[config.mk]
export PLATFORM = sky130hd
export DESIGN_NAME = log_motion
export DESIGN_NICKNAME = d
export VERILOG_FILES = /design/src/rtl/log_motion.sv
export SDC_FILE = /design/constraint.sdc
export NUM_CORES = 1
export LEC_CHECK = 0
export CORE_ASPECT_RATIO = 1.75
export CORE_MARGIN = 2
export CORE_UTILIZATION = 46
export DETAILED_ROUTE_END_ITERATION = 6
export GPL_TIMING_DRIVEN = 0
export MAX_ROUTING_LAYER = met4
export PLACE_DENSITY = 0.77
export SYNTH_ARGS = -nofsm -noshare
export SYNTH_HDL_FRONTEND = slang
export SYNTH_SLANG_ARGS = --single-unit
[constraint.sdc]
create_clock -name clk -period 5.33 [get_ports clk]
set_input_delay 1.066 -clock clk [delete_from_list [all_inputs] [get_ports clk]]
set_output_delay 1.066 -clock clk [all_outputs]
set_load 0.01 [all_outputs]
[src/rtl/log_motion.sv]
// log_motion: scrolling log positions for six lanes of a frogger-style playfield.
// Each lane owns a frame divider. Every log on a lane moves 1 px when that lane's
// divider expires. Positions wrap around a virtual track of TRACK_SPAN pixels.
module log_motion #(
   parameter int TRACK_SPAN      = 640,
   parameter int LANE0_LEN       = 64,
   parameter int LANE1_LEN       = 96,
   parameter int LANE2_LEN       = 64,
   parameter int LANE3_LEN       = 96,
   parameter int LANE4_LEN       = 64,
   parameter int LANE5_LEN       = 96,
   parameter int LANE0_DIR       = 0,
   parameter int LANE1_DIR       = 1,
   parameter int LANE2_DIR       = 0,
   parameter int LANE3_DIR       = 1,
   parameter int LANE4_DIR       = 0,
   parameter int LANE5_DIR       = 1,
   parameter int LANE0_PERIOD    = 4,
   parameter int LANE1_PERIOD    = 3,
   parameter int LANE2_PERIOD    = 2,
   parameter int LANE3_PERIOD    = 4,
   parameter int LANE4_PERIOD    = 3,
   parameter int LANE5_PERIOD    = 2,
   parameter int LANE0_LOG0_INIT = 96,
   parameter int LANE0_LOG1_INIT = 256,
   parameter int LANE0_LOG2_INIT = 416,
   parameter int LANE1_LOG0_INIT = 96,
   parameter int LANE1_LOG1_INIT = 320,
   parameter int LANE2_LOG0_INIT = 96,
   parameter int LANE2_LOG1_INIT = 320,
   parameter int LANE3_LOG0_INIT = 96,
   parameter int LANE3_LOG1_INIT = 320,
   parameter int LANE4_LOG0_INIT = 96,
   parameter int LANE4_LOG1_INIT = 320,
   parameter int LANE5_LOG0_INIT = 96,
   parameter int LANE5_LOG1_INIT = 320
) (
   input  logic       clk,
   input  logic       reset,
   input  logic       frame_tick,
   input  logic       pause,
   input  logic       restart,
   input  logic [1:0] speed_level,
   output logic [9:0] lane0_log0_x,
   output logic [9:0] lane0_log1_x,
   output logic [9:0] lane0_log2_x,
   output logic [9:0] lane1_log0_x,
   output logic [9:0] lane1_log1_x,
   output logic [9:0] lane2_log0_x,
   output logic [9:0] lane2_log1_x,
   output logic [9:0] lane3_log0_x,
   output logic [9:0] lane3_log1_x,
   output logic [9:0] lane4_log0_x,
   output logic [9:0] lane4_log1_x,
   output logic [9:0] lane5_log0_x,
   output logic [9:0] lane5_log1_x,
   output logic [9:0] lane0_loglength,
   output logic [9:0] lane1_loglength,
   output logic [9:0] lane2_loglength,
   output logic [9:0] lane3_loglength,
   output logic [9:0] lane4_loglength,
   output logic [9:0] lane5_loglength,
   output logic [5:0] lane_step,
   output logic [5:0] lane_dir
);

   localparam int NLANE = 6;
   localparam int NLOG  = 13;

   // Log i belongs to lane LOG_LANE[i]; lane 0 carries three logs, the rest two.
   localparam int LOG_LANE [NLOG] = '{0, 0, 0, 1, 1, 2, 2, 3, 3, 4, 4, 5, 5};
   localparam int LOG_INIT [NLOG] = '{LANE0_LOG0_INIT, LANE0_LOG1_INIT, LANE0_LOG2_INIT,
                                      LANE1_LOG0_INIT, LANE1_LOG1_INIT,
                                      LANE2_LOG0_INIT, LANE2_LOG1_INIT,
                                      LANE3_LOG0_INIT, LANE3_LOG1_INIT,
                                      LANE4_LOG0_INIT, LANE4_LOG1_INIT,
                                      LANE5_LOG0_INIT, LANE5_LOG1_INIT};
   localparam int PERIOD [NLANE] = '{LANE0_PERIOD, LANE1_PERIOD, LANE2_PERIOD,
                                     LANE3_PERIOD, LANE4_PERIOD, LANE5_PERIOD};
   localparam int DIR    [NLANE] = '{LANE0_DIR, LANE1_DIR, LANE2_DIR,
                                     LANE3_DIR, LANE4_DIR, LANE5_DIR};

   localparam logic [9:0] SPAN_M1 = 10'(TRACK_SPAN - 1);

   logic [9:0] x_q   [NLOG];
   logic [9:0] x_d   [NLOG];
   logic [3:0] div_q [NLANE];
   logic [3:0] div_d [NLANE];
   logic [5:0] step_q;
   logic [5:0] step_d;
   logic       advance;

   // One pixel in the lane's direction, wrapping by compare rather than modulo.
   function automatic logic [9:0] step_pos(input logic [9:0] x, input logic right);
      logic [9:0] r;
      if (right) r = (x == SPAN_M1) ? 10'd0 : x + 10'd1;
      else       r = (x == 10'd0)   ? SPAN_M1 : x - 10'd1;
      return r;
   endfunction

   // Speed-up shortens the period but never below one tick per pixel.
   function automatic logic [3:0] per_eff(input int period, input logic [1:0] spd);
      logic [3:0] sh;
      sh = 4'(period) >> spd;
      return (sh == 4'd0) ? 4'd1 : sh;
   endfunction

   // Next-state: restart reloads, a qualifying tick counts down or steps, otherwise hold.
   always_comb begin
      advance = frame_tick & ~pause & ~restart;
      step_d  = '0;
      for (int k = 0; k < NLANE; k++) begin
         div_d[k] = div_q[k];
         if (restart) begin
            div_d[k] = 4'(PERIOD[k] - 1);
         end else if (advance) begin
            if (div_q[k] == 4'd0) begin
               step_d[k] = 1'b1;
               div_d[k]  = per_eff(PERIOD[k], speed_level) - 4'd1;
            end else begin
               div_d[k]  = div_q[k] - 4'd1;
            end
         end
      end
      for (int i = 0; i < NLOG; i++) begin
         x_d[i] = x_q[i];
         if (restart)
            x_d[i] = 10'(LOG_INIT[i]);
         else if (step_d[LOG_LANE[i]])
            x_d[i] = step_pos(x_q[i], DIR[LOG_LANE[i]] != 0);
      end
   end

   // State registers; reset forces the start-of-game layout immediately.
   always_ff @(posedge clk or posedge reset) begin
      if (reset) begin
         for (int i = 0; i < NLOG; i++)  x_q[i]   <= 10'(LOG_INIT[i]);
         for (int k = 0; k < NLANE; k++) div_q[k] <= 4'(PERIOD[k] - 1);
         step_q <= '0;
      end else begin
         for (int i = 0; i < NLOG; i++)  x_q[i]   <= x_d[i];
         for (int k = 0; k < NLANE; k++) div_q[k] <= div_d[k];
         step_q <= step_d;
      end
   end

   assign lane0_log0_x = x_q[0];
   assign lane0_log1_x = x_q[1];
   assign lane0_log2_x = x_q[2];
   assign lane1_log0_x = x_q[3];
   assign lane1_log1_x = x_q[4];
   assign lane2_log0_x = x_q[5];
   assign lane2_log1_x = x_q[6];
   assign lane3_log0_x = x_q[7];
   assign lane3_log1_x = x_q[8];
   assign lane4_log0_x = x_q[9];
   assign lane4_log1_x = x_q[10];
   assign lane5_log0_x = x_q[11];
   assign lane5_log1_x = x_q[12];

   assign lane_step = step_q;

   assign lane0_loglength = 10'(LANE0_LEN);
   assign lane1_loglength = 10'(LANE1_LEN);
   assign lane2_loglength = 10'(LANE2_LEN);
   assign lane3_loglength = 10'(LANE3_LEN);
   assign lane4_loglength = 10'(LANE4_LEN);
   assign lane5_loglength = 10'(LANE5_LEN);

   assign lane_dir = {LANE5_DIR != 0, LANE4_DIR != 0, LANE3_DIR != 0,
                      LANE2_DIR != 0, LANE1_DIR != 0, LANE0_DIR != 0};

endmodule

==> summary.md, run 1 <==
| Metric | Value |
|---|---|
| Status | `finished, final reports clean` |
| Setup crit start kind | `input port` |
| Fraction of layout cells with a size suffix above 1 | `0.133` |
| Share of the synthesized area in the top cell type | `0.340` |
| Final WL | `26.7 mm` |
| Drt pass-1 iters | `5` |
| CTS Sinks | `160` |
| Fin. Hold Viols | `0` |
| Sequential area share after synthesis | `0.436` |
| Period minus WS final | `3.48 ns` |
| Die area | `21400 um2` |
| Largest net degree at the start of global routing | `117` |
| Multi-input gate area | `4630 um2` |
| Worst hold path class | `reg2reg` |
| Area after DPL | `11300 um2` |
| Number of flip-flops in the largest register | `24` |
| Peak supply drop | `0.193 mV` |
| Residual DRC | `0` |
| Period utilisation layout | `0.652` |
| Synthesized area | `9270 um2` |
| Crit path DAT | `3.77 ns` |
| Netlist cell types | `70` |
| Nets | `1272` |
| Worst-Skew Late Latency | `0.44 ns` |
| Vias | `8736` |
| Most used DFF post-synth | `dfrtp_1` |
| Die X | `111 um` |
| Crit Path Max Fanout | `10` |
| Total of warnings raised by yosys | `0` |
| WL met1 | `10.2 mm` |
| Via density | `5.84` |
| Post-layout util | `0.602` |
| # diodes | `0` |
| Die height | `192 um` |
| Row cnt | `68` |
| CTS tree | `built` |
| Post-CTS setup buffers | `0` |
| Avg WL per Cell | `17.8 um` |
| Kind of critical path | `in2reg` |
| # hold bufs at CTS | `0` |
| Tot Pwr | `0.00282 W` |
| Num CTS Buffers | `17` |
| Worst setup EP type | `flip-flop` |
| Port Buf Inserts | `142` |
| Lkg Pwr | `5.04 nW` |
| Register area | `4050 um2` |
| Clock buffer depth | `2` |
| Top layer in use | `met4` |
| Avg Cell Area, Syn | `9.15 um2` |
| Largest stage delay, worst path | `0.69 ns` |
| Core Box Area | `19700 um2` |
| Layout fillers | `1741` |
| Initial core utilization | `0.470` |
| Metal3 WL | `1.53 mm` |
| Starting DRC count in detailed routing | `562` |
| Post-CTS sizing | `0` |
| Slew Limit Fails | `0` |
| EDFF count, synth | `0` |
| Setup Skew | `0.0101 ns` |
| First-pass GRT wire length | `42.4 mm` |
| GPL Wtd Cong | `0.883` |
| Synth Register Bits | `160` |
| CP dominant cell by count | `clkbuf_1` |
| Worst path slowest cell | `buf_1` |
| Pre-CTS WS | `1.51 ns` |
| Fin Setup TNS | `0 ns` |
| Antenna Nets Post-Route | `0` |
| Pwr dens | `237 nW/um2` |
| DP Wirelength | `18.8 mm` |
| Synth top area cells | `dfrtp_1 (34%), dfstp_2 (9.6%), buf_4 (5.3%)` |
| Met2 wire length | `14.0 mm` |
| Worst-path clk slew | `0.06 ns` |
| Max capacitance violation total | `0` |
| Grt total ovfl | `0` |
| Commonest cells after routing, fill and taps aside | `clkdlybuf4s50_1 (142), dfrtp_1 (126), nor2_1 (83)` |
| Post-route cell area | `11900 um2` |
| Initial antenna violation count | `0` |
| Post-Syn Instances | `1013` |
| Synthesis-to-finish area growth | `28.2%` |
| Most flops, register | `div_q` |
| Crit-path cells | `clkdlybuf4s50_1 > nor2b_1 > clkbuf_1 > clkbuf_1 > buf_1 > nand3_1 > xor2_1 > nor2_1` |
| Ys async rst share | `1.00` |
| All-Layer GR Usage | `0.253` |
| Final setup margin | `1.85 ns` |
| FMAX | `0.288 GHz` |
| Worst rel slew slack | `0.311` |
| I/O pin total | `209` |
| Worst-margin pin slew | `1.03 ns` |
| Commonest non-fill, non-tap cell in the layout | `clkdlybuf4s50_1` |
| Clock root buffer | `clkbuf_16` |
| Final setup viols | `0` |
| Vias in the first global route | `8261` |
| Htree depth | `4` |
| RSZ-0062 raised after global routing | `no` |
| Area leader, netlist | `dfrtp_1` |
| CP required | `5.62 ns` |
worst max-delay path, delay by kind of cell:
family	cells	cell delay (ns)
and+or+nand+nor	3	0.40
buffers and inverters	4	2.09
xor gates and xnor gates	1	0.20
metrics by stage:
step	hold slack (ns)	std cells
finish	0.532	1497
global route	0.556	1497
CTS	0.538	1497
detailed placement	0.515	1465
global placement	0.510	1464
floorplan	0.489	1077
logic make-up (layout without fill, tap and decap cells):
family | Yosys count | in the layout | share of synthesized area
other | 2 | 66 | 0.000810
multiplexers | 15 | 15 | 0.0169
flip-flops | 160 | 160 | 0.436
AO/OA/AOI/OAI | 200 | 200 | 0.144
AND/OR/NAND/NOR | 419 | 419 | 0.242
adder cells (fa/ha/maj) | 26 | 26 | 0.0351
buffers and inverters | 154 | 329 | 0.0899
XOR/XNOR | 37 | 37 | 0.0350
Yosys cell counts, types with 11 or more instances:
master,number
nor3_1,48
and3_1,12
ha_1,26
or3_1,13
clkbuf_1,26
a21oi_1,49
buf_4,66
o21ai_0,37
nor2b_1,11
nor4_1,31
nor2_1,83
dfrtp_1,126
xor2_1,26
nand2_1,80
dfstp_2,34
inv_1,46
a31oi_1,21
xnor2_1,11
nand4_1,38
nand3_1,42
final timing paths:
check / start / to / slack [ns] / cells past startpoint
setup / recovery: frame_tick / lane5_log1_x[2]$_DFFE_PP0P_ / 1.85 / 8
hold / removal: lane0_log2_x[8]$_DFFE_PP1P_ / lane0_log2_x[8]$_DFFE_PP1P_ / 0.53 / 2
setup reg to reg: div_q[1]$_DFFE_PP0P_ / lane5_log0_x[5]$_DFFE_PP1P_ / 2.73 / 7
hold reg to reg: lane0_log2_x[8]$_DFFE_PP1P_ / lane0_log2_x[8]$_DFFE_PP1P_ / 0.53 / 2
max in group asynchronous: reset / lane5_log0_x[4]$_DFFE_PP0P_ / 3.39 / 3
min in group asynchronous: reset / lane1_log1_x[0]$_DFFE_PP0P_ / 1.03 / 2
power by group:
part	internal [W]	switching (W)	total (W)
logic	0.0000994	0.000176	0.000275
clock network	0.000767	0.000525	0.00129
registers	0.00124	0.0000208	0.00126
total	0.00210	0.000722	0.00282
routing by layer:
metal	up-vias	global-route usage
met3	79	0.0401
met1	4261	0.286
met5	-	-
met2	376	0.439
met4	0	0.121
li1	4020	-
layout make-up:
type / count / area share
Sequential cell: 160 / 0.340
Multi-Input combinational cell: 763 / 0.390
Buffer: 106 / 0.0549
Tap cell: 245 / 0.0258
Inverter: 48 / 0.0158
Timing Repair Buffer: 143 / 0.122
Clock inverter: 11 / 0.0130
Clock buffer: 21 / 0.0387
Power figures use the tool's default switching activity.
==> run 2: changes to the inputs <==
--- a/config.mk
+++ b/config.mk
@@ -7,11 +7,11 @@
 export LEC_CHECK = 0
 export CORE_ASPECT_RATIO = 1.75
 export CORE_MARGIN = 2
-export CORE_UTILIZATION = 46
+export CORE_UTILIZATION = 51
 export DETAILED_ROUTE_END_ITERATION = 6
 export GPL_TIMING_DRIVEN = 0
 export MAX_ROUTING_LAYER = met4
-export PLACE_DENSITY = 0.77
+export PLACE_DENSITY = 0.81
 export SYNTH_ARGS = -nofsm -noshare
 export SYNTH_HDL_FRONTEND = slang
 export SYNTH_SLANG_ARGS = --single-unit
==> constraint.sdc (replaced) <==
create_clock -name clk -period 3.6 [get_ports clk]
set_input_delay 0.72 -clock clk [delete_from_list [all_inputs] [get_ports clk]]
set_output_delay 0.72 -clock clk [all_outputs]
set_load 0.01 [all_outputs]
==> run 2 against run 1 <==
- first-iteration DRC count is 1.8% higher
- largest power group is now registers
- setup slack worse by 1.4 ns
- cell count is 0.53% lower
- non-clock buffer count is 3 higher
- critical path depth is 1 lower
==> summary.md, run 2 (synthesis gave the netlist of run 1 again) <==
| Metric | Value |
|---|---|
| Hold Crit Start | `lane2_log1_x[8]$_DFFE_PP1P_ (was lane0_log2_x[8]$_DFFE_PP1P_)` |
| Most flops, register | `div_q (unchanged)` |
| GRT met1 Usage | `0.304 (was 0.286)` |
| Final setup viols | `0 (unchanged)` |
| Worst-path clk slew | `0.07 ns (was 0.06 ns)` |
| # diodes | `0 (unchanged)` |
| FF-to-FF path depth | `7 (unchanged)` |
| Core Box Area | `17900 um2 (was 19700 um2)` |
| Die height | `182 um (was 192 um)` |
| Synthesis-to-finish area growth | `28.1% (was 28.2%)` |
| Grt total ovfl | `0 (unchanged)` |
| Post-CTS setup buffers | `0 (unchanged)` |
| Via density | `5.90 (was 5.84)` |
| Final setup margin | `0.473 ns (was 1.85 ns)` |
| Peak supply drop | `0.297 mV (was 0.193 mV)` |
| Residual DRC | `0 (unchanged)` |
| Pre-CTS WS | `0.139 ns (was 1.51 ns)` |
| I/O pin total | `209 (unchanged)` |
| Lkg Pwr | `5.05 nW (was 5.04 nW)` |
| Worst hold path class | `reg2reg (unchanged)` |
| Post-layout util | `0.664 (was 0.602)` |
| Slew Limit Fails | `0 (unchanged)` |
| Avg WL per Cell | `17.5 um (was 17.8 um)` |
| R2r startpoint | `div_q[0]$_DFFE_PP1P_ (was div_q[1]$_DFFE_PP0P_)` |
| Layout fillers | `1444 (was 1741)` |
| Worst setup startpoint | `restart (was frame_tick)` |
| Post-CTS sizing | `0 (unchanged)` |
| Fraction of layout cells with a size suffix above 1 | `0.137 (was 0.133)` |
| CTS tree | `built (unchanged)` |
| Crit path DAT | `3.44 ns (was 3.77 ns)` |
| Largest net degree at the start of global routing | `43 (was 117)` |
| Status | `finished, final reports clean (unchanged)` |
| Commonest non-fill, non-tap cell in the layout | `clkdlybuf4s50_1 (unchanged)` |
| Nets | `1275 (was 1272)` |
| Initial antenna violation count | `0 (unchanged)` |
| Antenna Nets Post-Route | `0 (unchanged)` |
| Vias | `8785 (was 8736)` |
| Hold-critical path depth | `2 (unchanged)` |
| Vias in the first global route | `8286 (was 8261)` |
| Kind of critical path | `in2reg (unchanged)` |
| Period utilisation layout | `0.869` |
| Period minus WS final | `3.13 ns` |
| Busiest grt layer | `met2 (unchanged)` |
| Commonest cells after routing, fill and taps aside | `clkdlybuf4s50_1 (142), dfrtp_1 (126), nor2_1 (83) (unchanged)` |
| Worst-margin pin slew | `0.972 ns (was 1.03 ns)` |
| Pwr dens | `341 nW/um2 (was 237 nW/um2)` |
| RSZ-0062 raised after global routing | `no (unchanged)` |
| Clock root buffer | `clkbuf_16 (unchanged)` |
| Fin Setup TNS | `0 ns (unchanged)` |
| Reg-to-Reg End | `lane5_log0_x[5]$_DFFE_PP1P_ (unchanged)` |
| Fin. Hold Viols | `0 (unchanged)` |
| CTS Sinks | `160 (unchanged)` |
| Setup crit start kind | `input port (unchanged)` |
| Worst-Skew Late Latency | `0.43 ns (was 0.44 ns)` |
| Initial core utilization | `0.518 (was 0.470)` |
| Crit Path Max Fanout | `10 (unchanged)` |
| Met2 Usage GRT | `0.486 (was 0.439)` |
| Number of flip-flops in the largest register | `24 (unchanged)` |
| Met3 Use GR | `0.0475 (was 0.0401)` |
| All-Layer GR Usage | `0.277 (was 0.253)` |
| Starting DRC count in detailed routing | `572 (was 562)` |
| Clock buffer depth | `2 (unchanged)` |
| Max capacitance violation total | `0 (unchanged)` |
| Worst reg-to-reg setup slack | `1.03 ns (was 2.73 ns)` |
| Num CTS Buffers | `17 (unchanged)` |
| Final WL | `26.1 mm (was 26.7 mm)` |
| # hold bufs at CTS | `0 (unchanged)` |
| Register area | `4050 um2 (unchanged)` |
| First-pass GRT wire length | `41.4 mm (was 42.4 mm)` |
| Die X | `106 um (was 111 um)` |
| Worst rel slew slack | `0.351 (was 0.311)` |
| Row cnt | `65 (was 68)` |
| WHS Endpoint | `lane2_log1_x[8]$_DFFE_PP1P_ (was lane0_log2_x[8]$_DFFE_PP1P_)` |
| Worst setup EP type | `flip-flop (unchanged)` |
| Setup Skew | `0.00915 ns (was 0.0101 ns)` |
| GPL Wtd Cong | `0.894 (was 0.883)` |
| Die area | `19300 um2 (was 21400 um2)` |
| Drt pass-1 iters | `6 (was 5)` |
| Port Buf Inserts | `142 (unchanged)` |
| CP required | `3.92 ns (was 5.62 ns)` |
| Multi-input gate area | `4630 um2 (unchanged)` |
| DP Wirelength | `18.6 mm (was 18.8 mm)` |
| FMAX | `0.320 GHz` |
| Htree depth | `4 (unchanged)` |
-- run 2: cell types whose count changed in the layout (fill, tap and decap cells not counted), sizes merged --
cell	before	now
clkinv	3	9
buf	81	84
clkinvlp	4	3
bufinv	3	1
clkbuf	47	44
-- run 2: cell type report --
class	instances	area share
timing repair buffer	146	0.126
multi-input combinational	763	0.390
sequential	160	0.341
tap	234	0.0246
clock buffer	18	0.0370
buffer	106	0.0550
inverter	48	0.0155
clock inverter	14	0.0110
-- run 2: how the worst max path moves through the flow --
stage,end
after floorplan,div_q[10]$_DFFE_PP0P_
after global placement,lane_step[0]$_DFF_PP0_
after detailed placement,lane0_log2_x[8]$_DFFE_PP1P_
after CTS,lane0_log2_x[8]$_DFFE_PP1P_
after global routing,lane0_log2_x[8]$_DFFE_PP1P_
final,lane0_log2_x[8]$_DFFE_PP1P_
-- run 2: metrics by stage --
stage	instance area, um2	cells	total power, W	hold WS [ns]
floorplan	9520	1077	0.00216	0.489
global placement	11200	1453	0.00228	0.511
detailed placement	11300	1457	0.00230	0.520
CTS	11900	1489	0.00406	0.535
global route	11900	1489	0.00417	0.562
finish	11900	1489	0.00405	0.536
-- run 2: worst max-delay path, cell delays in order --
cell and delay, ns:
clkdlybuf4s50_1 0.56, nor3b_2 0.61, clkbuf_1 0.51, buf_2 0.40, nand4_1 0.22, o31ai_1 0.29, o211ai_1 0.13
-- run 2: power by group --
part | total [W] | internal (W) | switching, W
logic | 0.000413 | 0.000153 | 0.000260
registers | 0.00186 | 0.00183 | 0.0000310
clock network | 0.00178 | 0.000979 | 0.000800
-- run 2: metal layers --
layer  wire (um)  up-vias  share of wire
met5           0        -              0
met4         907        0          0.035
met3        1640       80          0.063
met2       13800      417           0.53
met1        9760     4251           0.37
li1            -     4037              -
==> run 3: changes to the inputs <==
==> constraint.sdc (replaced) <==
create_clock -name clk -period 3.1 [get_ports clk]
set_input_delay 0.62 -clock clk [delete_from_list [all_inputs] [get_ports clk]]
set_output_delay 0.62 -clock clk [all_outputs]
set_load 0.01 [all_outputs]
==> run 3 against run 2 <==
- the flow now finishes with violations (design-rule violations)
- combinational power is 16% higher
- sequential power is 16% higher
- total power increased by 16%
- worst hold slack is essentially flat
- utilization barely moved
- sequential cell count unchanged
- via count rose by 0.22%
- clock skew is essentially flat
- wire length about the same
- clock power increased by 16%
- first-iteration DRC count did not move
- critical path type unchanged
- critical endpoint is now lane5_log1_x[2]$_DFFE_PP0P_
- largest cell class unchanged
- largest power group unchanged
==> summary.md, run 3 (synthesis gave the netlist of run 1 again) <==
| Metric | Value |
|---|---|
| Fin Setup TNS | `0 ns (unchanged)` |
| R2r startpoint | `div_q[0]$_DFFE_PP1P_ (unchanged)` |
| All-Layer GR Usage | `0.277 (unchanged)` |
| Htree depth | `4 (unchanged)` |
| RSZ-0062 raised after global routing | `no (unchanged)` |
| Commonest cells after routing, fill and taps aside | `clkdlybuf4s50_1 (142), dfrtp_1 (126), nor2_1 (83) (unchanged)` |
| # diodes | `0 (unchanged)` |
| Switching power share of the total | `0.269 (about the same)` |
| Post-CTS setup buffers | `0 (unchanged)` |
| Vias in the first global route | `8286 (unchanged)` |
| FMAX | `0.342 GHz` |
| Status | `complete, but fails checks (was finished, final reports clean)` |
| Slew Limit Fails | `0 (unchanged)` |
| Vias | `8804 (was 8785)` |
| Setup Skew | `0.00915 ns (about the same)` |
| Crit Path Max Fanout | `10 (unchanged)` |
| Worst rel slew slack | `0.351 (unchanged)` |
| WHS Endpoint | `lane2_log1_x[8]$_DFFE_PP1P_ (unchanged)` |
| Setup crit start kind | `input port (unchanged)` |
| Sw power | `0.00126 W (was 0.00109 W)` |
| I/O pin total | `209 (unchanged)` |
| Flop pwr share | `0.459 (about the same)` |
| Peak supply drop | `0.342 mV (was 0.297 mV)` |
| Fin. Hold Viols | `0 (unchanged)` |
| Failing checks | `design-rule violations` |
| CTS tree | `built (unchanged)` |
| Final WL | `26.1 mm (about the same)` |
| WL met1 | `9.75 mm (was 9.76 mm)` |
| CP dominant cell by count | `clkbuf_1` |
| Avg WL per Cell | `17.5 um (about the same)` |
| Kind of critical path | `in2reg (unchanged)` |
| Multi-input gate area | `4630 um2 (unchanged)` |
| Initial antenna violation count | `0 (unchanged)` |
| Initial core utilization | `0.518 (unchanged)` |
| Tot Pwr | `0.00470 W (was 0.00405 W)` |
| Met2 wire length | `13.7 mm (was 13.8 mm)` |
| Worst-Skew Late Latency | `0.43 ns (about the same)` |
| Period utilisation layout | `0.943` |
| Internal | `0.00344 W (was 0.00296 W)` |
| Starting DRC count in detailed routing | `572 (unchanged)` |
| Number of flip-flops in the largest register | `24 (unchanged)` |
| Antenna Nets Post-Route | `0 (unchanged)` |
| Register area | `4050 um2 (unchanged)` |
| Clock power share | `0.439 (about the same)` |
| Worst-margin pin slew | `0.972 ns (unchanged)` |
| Period minus WS final | `2.92 ns` |
| Via density | `5.91 (was 5.90)` |
| Worst reg-to-reg setup slack | `0.53 ns (was 1.03 ns)` |
| Synthesis-to-finish area growth | `28.1% (about the same)` |
| Clock buffer depth | `2 (unchanged)` |
| GPL Wtd Cong | `0.894 (unchanged)` |
| Worst hold path class | `reg2reg (unchanged)` |
| CTS Sinks | `160 (unchanged)` |
| FF-to-FF path depth | `7 (unchanged)` |
| Worst path slowest cell | `buf_1 (was nor3b_2)` |
| Reg-to-Reg End | `lane5_log0_x[5]$_DFFE_PP1P_ (unchanged)` |
| Fraction of layout cells with a size suffix above 1 | `0.138 (was 0.137)` |
| First-pass GRT wire length | `41.4 mm (unchanged)` |
| Final setup viols | `0 (unchanged)` |
| Logic gate share of total power | `0.102 (about the same)` |
| Clock root buffer | `clkbuf_16 (unchanged)` |
| Commonest non-fill, non-tap cell in the layout | `clkdlybuf4s50_1 (unchanged)` |
| Die X | `106 um (unchanged)` |
| Worst-path clk slew | `0.07 ns (about the same)` |
| Nets | `1275 (unchanged)` |
| Pwr dens | `396 nW/um2 (was 341 nW/um2)` |
| Core Box Area | `17900 um2 (unchanged)` |
| Post-layout util | `0.664 (about the same)` |
| Die area | `19300 um2 (unchanged)` |
| Drt pass-1 iters | `7 (was 6)` |
| Largest net degree at the start of global routing | `43 (unchanged)` |
| Residual DRC | `2 (was 0)` |
| Lkg Pwr | `5.06 nW (was 5.05 nW)` |
| Grt total ovfl | `0 (unchanged)` |
| Row cnt | `65 (unchanged)` |
| Hold-critical path depth | `2 (unchanged)` |
| Max capacitance violation total | `0 (unchanged)` |
| Crit path DAT | `3.22 ns (was 3.44 ns)` |
| CP required | `3.39 ns (was 3.92 ns)` |
| Num CTS Buffers | `17 (unchanged)` |
| Worst hold slack | `0.536 ns (about the same)` |
| Port Buf Inserts | `142 (unchanged)` |
| Most flops, register | `div_q (unchanged)` |
| DP Wirelength | `18.6 mm (unchanged)` |
| Largest stage delay, worst path | `0.62 ns (was 0.61 ns)` |
| Metal3 WL | `1.66 mm (was 1.64 mm)` |
| Top layer in use | `met4 (unchanged)` |
| Hold Crit Start | `lane2_log1_x[8]$_DFFE_PP1P_ (unchanged)` |
| Die height | `182 um (unchanged)` |
| Layout fillers | `1444 (unchanged)` |
| Crit-path cells | `clkdlybuf4s50_1 > nor2b_1 > clkbuf_1 > clkbuf_1 > buf_1 > nand3_1 > xor2_1 > nor2_1 (was clkdlybuf4s50_1 > nor3b_2 > clkbuf_1 > buf_2 > nand4_1 > o31ai_1 > o211ai_1)` |
| Worst setup EP type | `flip-flop (unchanged)` |
## run 3: layout make-up
cell class | count | area share
buffer | 106 | 0.0551
clock buffer | 18 | 0.0370
clock inverter | 14 | 0.0110
inverter | 48 | 0.0155
multi-input combinational | 763 | 0.390
sequential | 160 | 0.341
tap | 234 | 0.0246
timing repair buffer | 146 | 0.126
## run 3: what timing repair did
action,in CTS,in global routing
endpoints found under the setup margin,0,1
hold buffers,0,0
resized for setup,0,2
## run 3: layer usage
metal,track usage,vias to the layer above
li1,-,4039
met1,0.304,4246
met2,0.486,435
met3,0.0475,84
met4,0.130,0
met5,-,-
## run 3: worst max path at each step
stage,endpoint,slack (ns),cells after the start,from
floorplan,div_q[10]$_DFFE_PP0P_,0.48,1,reset
global placement,lane_step[0]$_DFF_PP0_,-0.96,2,reset
detailed placement,lane0_log2_x[8]$_DFFE_PP1P_,-0.26,7,restart
CTS,lane0_log2_x[8]$_DFFE_PP1P_,0.19,7,restart
global route,lane5_log1_x[2]$_DFFE_PP0P_,0.03,8,frame_tick
finish,lane5_log1_x[2]$_DFFE_PP0P_,0.18,8,frame_tick
## run 3: power by group through the flow
stage	clock, W	sequential, W	combinational (W)
6_report	0.00206	0.00216	0.000480
5_1_grt	0.00215	0.00216	0.000523
4_1_cts	0.00208	0.00216	0.000475
3_5_place_dp	0	0.00219	0.000472
3_3_place_gp	0	0.00219	0.000451
2_1_floorplan	0	0.00219	0.000316
## run 3: stage by stage
stage / cells / cell area [um2] / setup slack, ns
floorplan: 1077 / 9520 / 0.479
global placement: 1453 / 11200 / -0.965
detailed placement: 1457 / 11300 / -0.261
CTS: 1489 / 11900 / 0.187
global route: 1489 / 11900 / 0.0283
finish: 1489 / 11900 / 0.176
## run 3: worst max-delay path: cells and delay by family
family	cells	cell delay (ns)
xor+xnor	1	0.20
simple gates	3	0.41
buf+inv	4	1.99
